`src/rtl/eth_mii_rx.sv`:
```
// eth_mii_rx: MII receive framer with CRC-32, length and destination checks; ETH_RX_STATS_EN adds frame counters
module eth_mii_rx #(
  parameter int MAX_LEN = 1518,
  parameter int MIN_LEN = 64
) (
  input  logic        clk,
  input  logic        reset_n,
  input  logic [3:0]  eth_rx_data,
  input  logic        eth_rx_dv,
  input  logic        eth_rx_er,
  input  logic [47:0] mac_addr_i,
  input  logic        promisc_i,
`ifdef ETH_RX_STATS_EN
  input  logic        stat_clr,
  output logic [15:0] stat_good,
  output logic [15:0] stat_crc,
  output logic [15:0] stat_len,
`endif
  output logic [7:0]  rx_data,
  output logic        rx_valid,
  output logic        rx_sof,
  output logic        rx_done,
  output logic        rx_good,
  output logic        rx_crc_err,
  output logic        rx_len_err,
  output logic        rx_dst_match,
  output logic [10:0] rx_len
);
  localparam logic [10:0] MAX_L = 11'(MAX_LEN);
  localparam logic [10:0] MIN_L = 11'(MIN_LEN);
  typedef enum logic [2:0] {WAIT_IDLE, IDLE, PREAMBLE, DATA, DROP, END} state_t;
  state_t          state_q, state_d;
  logic [3:0]      lo_q, lo_d;
  logic            phase_q, phase_d, ovf_q, ovf_d, er_q, er_d, in_frame_q, in_frame_d;
  logic            uc_q, uc_d, bc_q, bc_d, fin;
  logic [10:0]     cnt_q, cnt_d, rx_len_q, rx_len_d;
  logic [31:0]     crc_q, crc_d;
  logic [3:0][7:0] dly_q, dly_d;
  logic [7:0]      rx_data_q, rx_data_d, byte_v, mac_v;
  logic            rx_valid_q, rx_valid_d, rx_sof_q, rx_sof_d, rx_done_q, rx_done_d;
  logic            rx_good_q, rx_good_d, rx_crc_err_q, rx_crc_err_d;
  logic            rx_len_err_q, rx_len_err_d, rx_dst_match_q, rx_dst_match_d;
  function automatic logic [31:0] crc_byte(input logic [31:0] c, input logic [7:0] b);
    logic [31:0] r;
    r = c;
    for (int i = 0; i < 8; i++) r = (r >> 1) ^ ((r[0] ^ b[i]) ? 32'hEDB88320 : 32'h0);
    return r;
  endfunction
  always_comb begin
    state_d = state_q;
    lo_d = lo_q;
    phase_d = phase_q;
    ovf_d = ovf_q;
    er_d = er_q;
    in_frame_d = in_frame_q;
    uc_d = uc_q;
    bc_d = bc_q;
    cnt_d = cnt_q;
    crc_d = crc_q;
    dly_d = dly_q;
    rx_data_d = rx_data_q;
    rx_valid_d = 1'b0;
    rx_sof_d = 1'b0;
    rx_done_d = 1'b0;
    rx_good_d = rx_good_q;
    rx_crc_err_d = rx_crc_err_q;
    rx_len_err_d = rx_len_err_q;
    rx_dst_match_d = rx_dst_match_q;
    rx_len_d = rx_len_q;
    fin = 1'b0;
    byte_v = {eth_rx_data, lo_q};
    mac_v = 8'(mac_addr_i >> {3'd5 - cnt_q[2:0], 3'b000});
    case (state_q)
      WAIT_IDLE: state_d = eth_rx_dv ? WAIT_IDLE : IDLE;
      IDLE: if (eth_rx_dv) begin
        state_d = eth_rx_data == 4'h5 ? PREAMBLE : DROP;
        in_frame_d = 1'b0;
      end
      PREAMBLE: if (!eth_rx_dv) state_d = IDLE;
      else if (eth_rx_data == 4'hd) begin
        state_d = DATA;
        phase_d = 1'b0;
        cnt_d = '0;
        crc_d = '1;
        ovf_d = 1'b0;
        er_d = 1'b0;
        uc_d = 1'b1;
        bc_d = 1'b1;
        in_frame_d = 1'b1;
      end else if (eth_rx_data != 4'h5) state_d = DROP;
      DATA: if (!eth_rx_dv) fin = 1'b1;
      else begin
        er_d = er_q | eth_rx_er;
        phase_d = !phase_q;
        if (!phase_q) lo_d = eth_rx_data;
        else if (cnt_q == MAX_L) begin
          cnt_d = cnt_q + 11'd1;
          ovf_d = 1'b1;
          state_d = DROP;
        end else begin
          cnt_d = cnt_q + 11'd1;
          crc_d = crc_byte(crc_q, byte_v);
          dly_d = {dly_q[2:0], byte_v};
          uc_d = uc_q & (cnt_q >= 11'd6 || byte_v == mac_v);
          bc_d = bc_q & (cnt_q >= 11'd6 || byte_v == 8'hff);
          // the four newest bytes stay buffered so the FCS never reaches rx_data
          if (cnt_q >= 11'd4) begin
            rx_valid_d = 1'b1;
            rx_sof_d = cnt_q == 11'd4;
            rx_data_d = dly_q[3];
          end
        end
      end
      DROP: if (!eth_rx_dv) begin
        fin = in_frame_q;
        state_d = IDLE;
      end
      END: state_d = IDLE;
      default: state_d = WAIT_IDLE;
    endcase
    if (fin) begin
      state_d = END;
      rx_done_d = 1'b1;
      rx_crc_err_d = crc_q != 32'hDEBB20E3;
      rx_len_err_d = ovf_q || cnt_q < MIN_L;
      rx_len_d = cnt_q < 11'd4 ? '0 : cnt_q - 11'd4;
      rx_dst_match_d = cnt_q >= 11'd6 && (promisc_i || uc_q || bc_q);
      rx_good_d = !rx_crc_err_d && !rx_len_err_d && !er_q && !(state_q == DATA && phase_q);
    end
  end
  always_ff @(posedge clk or negedge reset_n) begin
    if (!reset_n) begin
      state_q <= WAIT_IDLE;
      lo_q <= '0;
      phase_q <= 1'b0;
      ovf_q <= 1'b0;
      er_q <= 1'b0;
      in_frame_q <= 1'b0;
      uc_q <= 1'b0;
      bc_q <= 1'b0;
      cnt_q <= '0;
      crc_q <= '1;
      dly_q <= '0;
      rx_data_q <= '0;
      rx_valid_q <= 1'b0;
      rx_sof_q <= 1'b0;
      rx_done_q <= 1'b0;
      rx_good_q <= 1'b0;
      rx_crc_err_q <= 1'b0;
      rx_len_err_q <= 1'b0;
      rx_dst_match_q <= 1'b0;
      rx_len_q <= '0;
    end else begin
      state_q <= state_d;
      lo_q <= lo_d;
      phase_q <= phase_d;
      ovf_q <= ovf_d;
      er_q <= er_d;
      in_frame_q <= in_frame_d;
      uc_q <= uc_d;
      bc_q <= bc_d;
      cnt_q <= cnt_d;
      crc_q <= crc_d;
      dly_q <= dly_d;
      rx_data_q <= rx_data_d;
      rx_valid_q <= rx_valid_d;
      rx_sof_q <= rx_sof_d;
      rx_done_q <= rx_done_d;
      rx_good_q <= rx_good_d;
      rx_crc_err_q <= rx_crc_err_d;
      rx_len_err_q <= rx_len_err_d;
      rx_dst_match_q <= rx_dst_match_d;
      rx_len_q <= rx_len_d;
    end
  end
  assign rx_data = rx_data_q;
  assign rx_valid = rx_valid_q;
  assign rx_sof = rx_sof_q;
  assign rx_done = rx_done_q;
  assign rx_good = rx_good_q;
  assign rx_crc_err = rx_crc_err_q;
  assign rx_len_err = rx_len_err_q;
  assign rx_dst_match = rx_dst_match_q;
  assign rx_len = rx_len_q;
`ifdef ETH_RX_STATS_EN
  logic [15:0] stat_good_q, stat_good_d, stat_crc_q, stat_crc_d, stat_len_q, stat_len_d;
  always_comb begin
    stat_good_d = stat_clr ? '0 : (rx_done_q && rx_good_q && ~&stat_good_q) ? stat_good_q + 16'd1 : stat_good_q;
    stat_crc_d = stat_clr ? '0 : (rx_done_q && rx_crc_err_q && ~&stat_crc_q) ? stat_crc_q + 16'd1 : stat_crc_q;
    stat_len_d = stat_clr ? '0 : (rx_done_q && rx_len_err_q && ~&stat_len_q) ? stat_len_q + 16'd1 : stat_len_q;
  end
  always_ff @(posedge clk or negedge reset_n) begin
    if (!reset_n) begin
      stat_good_q <= '0;
      stat_crc_q <= '0;
      stat_len_q <= '0;
    end else begin
      stat_good_q <= stat_good_d;
      stat_crc_q <= stat_crc_d;
      stat_len_q <= stat_len_d;
    end
  end
  assign stat_good = stat_good_q;
  assign stat_crc = stat_crc_q;
  assign stat_len = stat_len_q;
`endif
endmodule

```
`config.mk`:
```
export PLATFORM = sky130hd
export DESIGN_NAME = eth_mii_rx
export DESIGN_NICKNAME = d
export VERILOG_FILES = /design/src/rtl/eth_mii_rx.sv
export SDC_FILE = /design/constraint.sdc
export NUM_CORES = 1
export LEC_CHECK = 0
export CAP_MARGIN = 10
export CORE_ASPECT_RATIO = 2
export CORE_MARGIN = 3
export CORE_UTILIZATION = 55
export CTS_CLUSTER_DIAMETER = 200
export DETAILED_ROUTE_END_ITERATION = 7
export GPL_TIMING_DRIVEN = 0
export PLACE_DENSITY = 0.8
export SYNTH_ARGS = -nofsm -noshare
export SYNTH_HDL_FRONTEND = slang
export SYNTH_SLANG_ARGS = --single-unit
```
`constraint.sdc`:
```
create_clock -name clk -period 5.69 [get_ports clk]
set_input_delay 1.138 -clock clk [delete_from_list [all_inputs] [get_ports clk]]
set_output_delay 1.138 -clock clk [all_outputs]
set_load 0.01 [all_outputs]
```
==> summary.txt <==
Floorplanning
  • Die area: 12,600 um2
  • # rows: 54
  • Top-Level Pins: 83
  • Die Span X: approximately 81 um
  • Die Height: 156 um
  • Effective utilization at floorplan: a little under three fifths
  • Placeable core area: 10,900 um2

Setup path
  • Slowest stage cell, crit path: nor4b_1
  • Cell family with the largest share of critical-path delay: simple AND/OR/NAND/NOR gates
  • Stage delay of the slowest cell on the critical path: 0.59 ns
  • Setup slack, reg-to-reg: 2.77 ns
  • Worst Path Required: 5.98 ns
  • Buffers & Inverters on Critical Path: 2
  • Series of cell instances along the critical path: clkdlybuf4s50_1, buf_2, nand4b_1, o21ai_0, nor4b_1, nand3_1, xor2_1, nor2_1
  • Critical path arrival: 3.56 ns
  • Crit path capture type: flop
  • Capture point of the worst reg-to-reg path: crc_q[20]$_DFFE_PN1P_
  • Kind of start point of the critical path: input pin
  • Top fanout value on the critical path: 10
  • Type of the setup path with the least slack: input pin to flop
  • FF-to-FF path depth: 12
  • Reg-to-Reg Start: cnt_q[0]$_DFFE_PN0P_

Clock tree
  • Number of setup buffers added after CTS: 0
  • CTS tree: built
  • Worst skew pair latency: around 0.42 ns
  • Number of buffers added by the clock tree synthesis step: 17
  • Clock transition at the registers of the reported paths: 0.05 ns
  • Maximum buffer depth of the clock tree: 2
  • Number of gates resized after CTS: 0
  • Number of buffers inserted by hold repair at cts: 0
  • Level count of the clock H-tree: 4
  • Clock root buffer master: clkbuf_16
  • Sinks on the clock net: around 110

Synth
  • Post-synthesis async set-or-reset flop share: 100%
  • Dominant cell by count in the synthesized netlist: nand2_1
  • Post-Syn Nets: 710
  • Cell types occupying the most area after synthesis: dfrtp_1 (33%), dfstp_2 (14%), nand2_1 (7.6%)
  • Leading cell types by count after synthesis: nand2_1 (126), dfrtp_1 (82), nor2_1 (62), xnor2_1 (54), xor2_1 (40)
  • Sequential area share after synthesis: 46.8%
  • Synthesized instance count: 647
  • Flip-flop and latch count after synthesis: between 100 and 150
  • Synthesized area divided by synthesized cell count: 9.56 um2
  • Synth top area share: roughly a third
  • Count of unique library cells instantiated by Yosys: 55
  • Top FF cell, synth: dfrtp_1
  • Post-synthesis cell area: 6180 um2
  • Post-synth EDFFs: 0
  • Biggest area consumer among synthesized cells: dfrtp_1
  • Synthesis warning total: 0

Timing
  • Skew final: 0.00904 ns
  • Total count of hold-check failures in the final report: 0
  • FMAX: 306 MHz
  • Transition at the pin with the smallest max-transition slack: about 0.86 ns
  • Final setup viols: 0
  • Slew HR: between 40% and 50%
  • Final clock period utilization by the worst path: between 50% and 60%
  • Max-slew violation total from the final report: 0
  • Unrepaired setup endpoints after global routing: no
  • Final period demand of the worst path: 3.27 ns
  • Smallest hold slack: 0.469 ns

Detailed routing
  • Vias after detailed routing: 5,174
  • Antenna Nets Post-Route: 0
  • Violation count after the first detailed-route iteration: 367
  • Post-detailed-route wirelength per cell: between 15 and 20 um
  • Number of vias per cell: 5.75
  • DRC violations left: 0
  • Total wire length: around 17,000 um
  • Detailed-routing iteration count for the pre-antenna-repair pass: 6

Power
  • Leakage power summed over all cells: 0.00351 uW
  • Power Density: 365 nW/um2
  • Worst vdd ir: about 270 uV

Cells and area
  • Area growth from synthesis to final layout: 26.2%
  • Number of nets in the layout: 810
  • Final cell area excluding filler cells: 7800 um2
  • Total inserted antenna cells: 0
  • Fraction of layout instances using a drive strength above 1: 14.2%

Outcome
  • Result of the run: completed

Placed design
  • DP Area: 7180 um2
  • Final estimated routing congestion in global placement: 0.947
  • DP Wirelength: 11,900 um
  • Number of input and output port buffers inserted: 80

GRT
  • Via count of the first global-routing pass: 5,435
  • Antenna violations before repair: 0
  • Total gr overflow: 0
  • Wire length of the first global-routing pass: 26,800 um
  • GRT Overall Usage: between 20% and 30%
  • Pin count of the biggest net entering global routing: 60

Hold path
  • Hold Path Class: flop to flop
  • Worst hold path depth: 2
  • Startpoint of the most critical hold path: dly_q[15]$_DFFE_PN0P_
  • Endpoint of the worst hold path: dly_q[23]$_DFFE_PN0P_

Flow run
  • Max-capacitance violation count: 0
==> kinds of logic after synthesis <==
kind of cell,after synthesis,synth area share [%]
multiplexers,33,6.17
adder cells (fa/ha/maj),6,1.21
flip-flops,114,46.8
XOR/XNOR,99,15.0
AND/OR/NAND/NOR,252,18.2
AO/OA/AOI/OAI,93,9.02
buffers and inverters,50,3.64
==> registers in the layout, indices dropped and copies added (netlist names) <==
signal        count
rx_len           11
rx_len_err        1
rx_data           8
uc_q              1
rx_sof            1
state_q           3
rx_valid          1
rx_good           1
er_q              1
bc_q              1
ovf_q             1
rx_crc_err        1
in_frame_q        1
crc_q            32
lo_q              4
dly_q            32
phase_q           1
rx_dst_match      1
cnt_q            11
rx_done           1
==> power breakdown <==
part,leakage (uW),switching (uW),internal [uW]
combinational,0.00179,417,372
sequential,0.00142,51.2,891
clock,0.000296,386,729
==> how the worst max path moves through the flow <==
stage | start | end | slack [ns] | cells after the start
CTS | eth_rx_data[0] | cnt_q[9]$_DFFE_PN0P_ | 2.44 | 8
detailed placement | eth_rx_data[0] | cnt_q[7]$_DFFE_PN0P_ | 2.00 | 8
finish | eth_rx_data[0] | cnt_q[7]$_DFFE_PN0P_ | 2.42 | 8
global placement | reset_n | rx_data[3]$_DFFE_PN0P_ | -0.67 | 1
floorplan | eth_rx_data[3] | crc_q[26]$_DFFE_PN1P_ | 3.04 | 6
global route | eth_rx_data[1] | state_q[0]$_DFFE_PN0P_ | 2.29 | 6
==> cell usage in the layout (no fill, tap or decap), types with 4 or more instances in the layout <==
cell               n
inv_1             10
dfrtp_1           82
clkinv_2           4
o31ai_1           10
clkdlybuf4s50_1   79
xor2_1            40
clkbuf_1          22
nand3_1           11
mux2i_1           19
nor4_1             7
nand2_1          126
o21ai_0           23
nor2_1            62
buf_2             15
ha_1               6
bufinv_16          4
a21oi_1           39
or3_1              4
nand4_1            5
nand4b_1           6
mux2_2            11
xnor2_1           54
clkbuf_16         17
nor3_1             9
dfstp_2           32
==> tightest hold or removal path, delay by kind of cell, from the launching register on <==
family	cells	cell delay, ns
flops	1	0.34
simple gates	2	0.10
==> final cells by class <==
cell class / count / area (um2)
clock inverters: 14 / 189
well taps: 140 / 175
multi-input cells: 483 / 3070
inverters: 10 / 37.5
repair buffers: 81 / 826
flip-flops and latches: 114 / 2890
clock buffers: 18 / 429
fillers: 842 / 3140
plain buffers: 40 / 188
==> stage by stage <==
stage / setup TNS, ns / power [uW] / util (%) / cells / setup WS [ns]
6_report: 0 / 2850 / 71.3 / 900 / 2.42
5_1_grt: 0 / 2950 / 71.3 / 900 / 2.29
4_1_cts: 0 / 2850 / 71.3 / 900 / 2.44
3_5_place_dp: 0 / 1730 / 65.6 / 868 / 2.00
3_3_place_gp: -54.22 / 1710 / 65.4 / 867 / -0.670
2_1_floorplan: 0 / 1450 / - / 647 / 3.04
==> routing by layer <==
| metal | wire, um | up-vias | GRT usage, % |
|---|---|---|---|
| li1 | - | 2379 | - |
| met1 | 5520 | 2542 | 27.8 |
| met2 | 9650 | 189 | 53.4 |
| met3 | 646 | 64 | 5.26 |
| met4 | 800 | 0 | 14.7 |
| met5 | 0 | - | 0 |
Note: power is estimated with default switching activity, not from simulation.
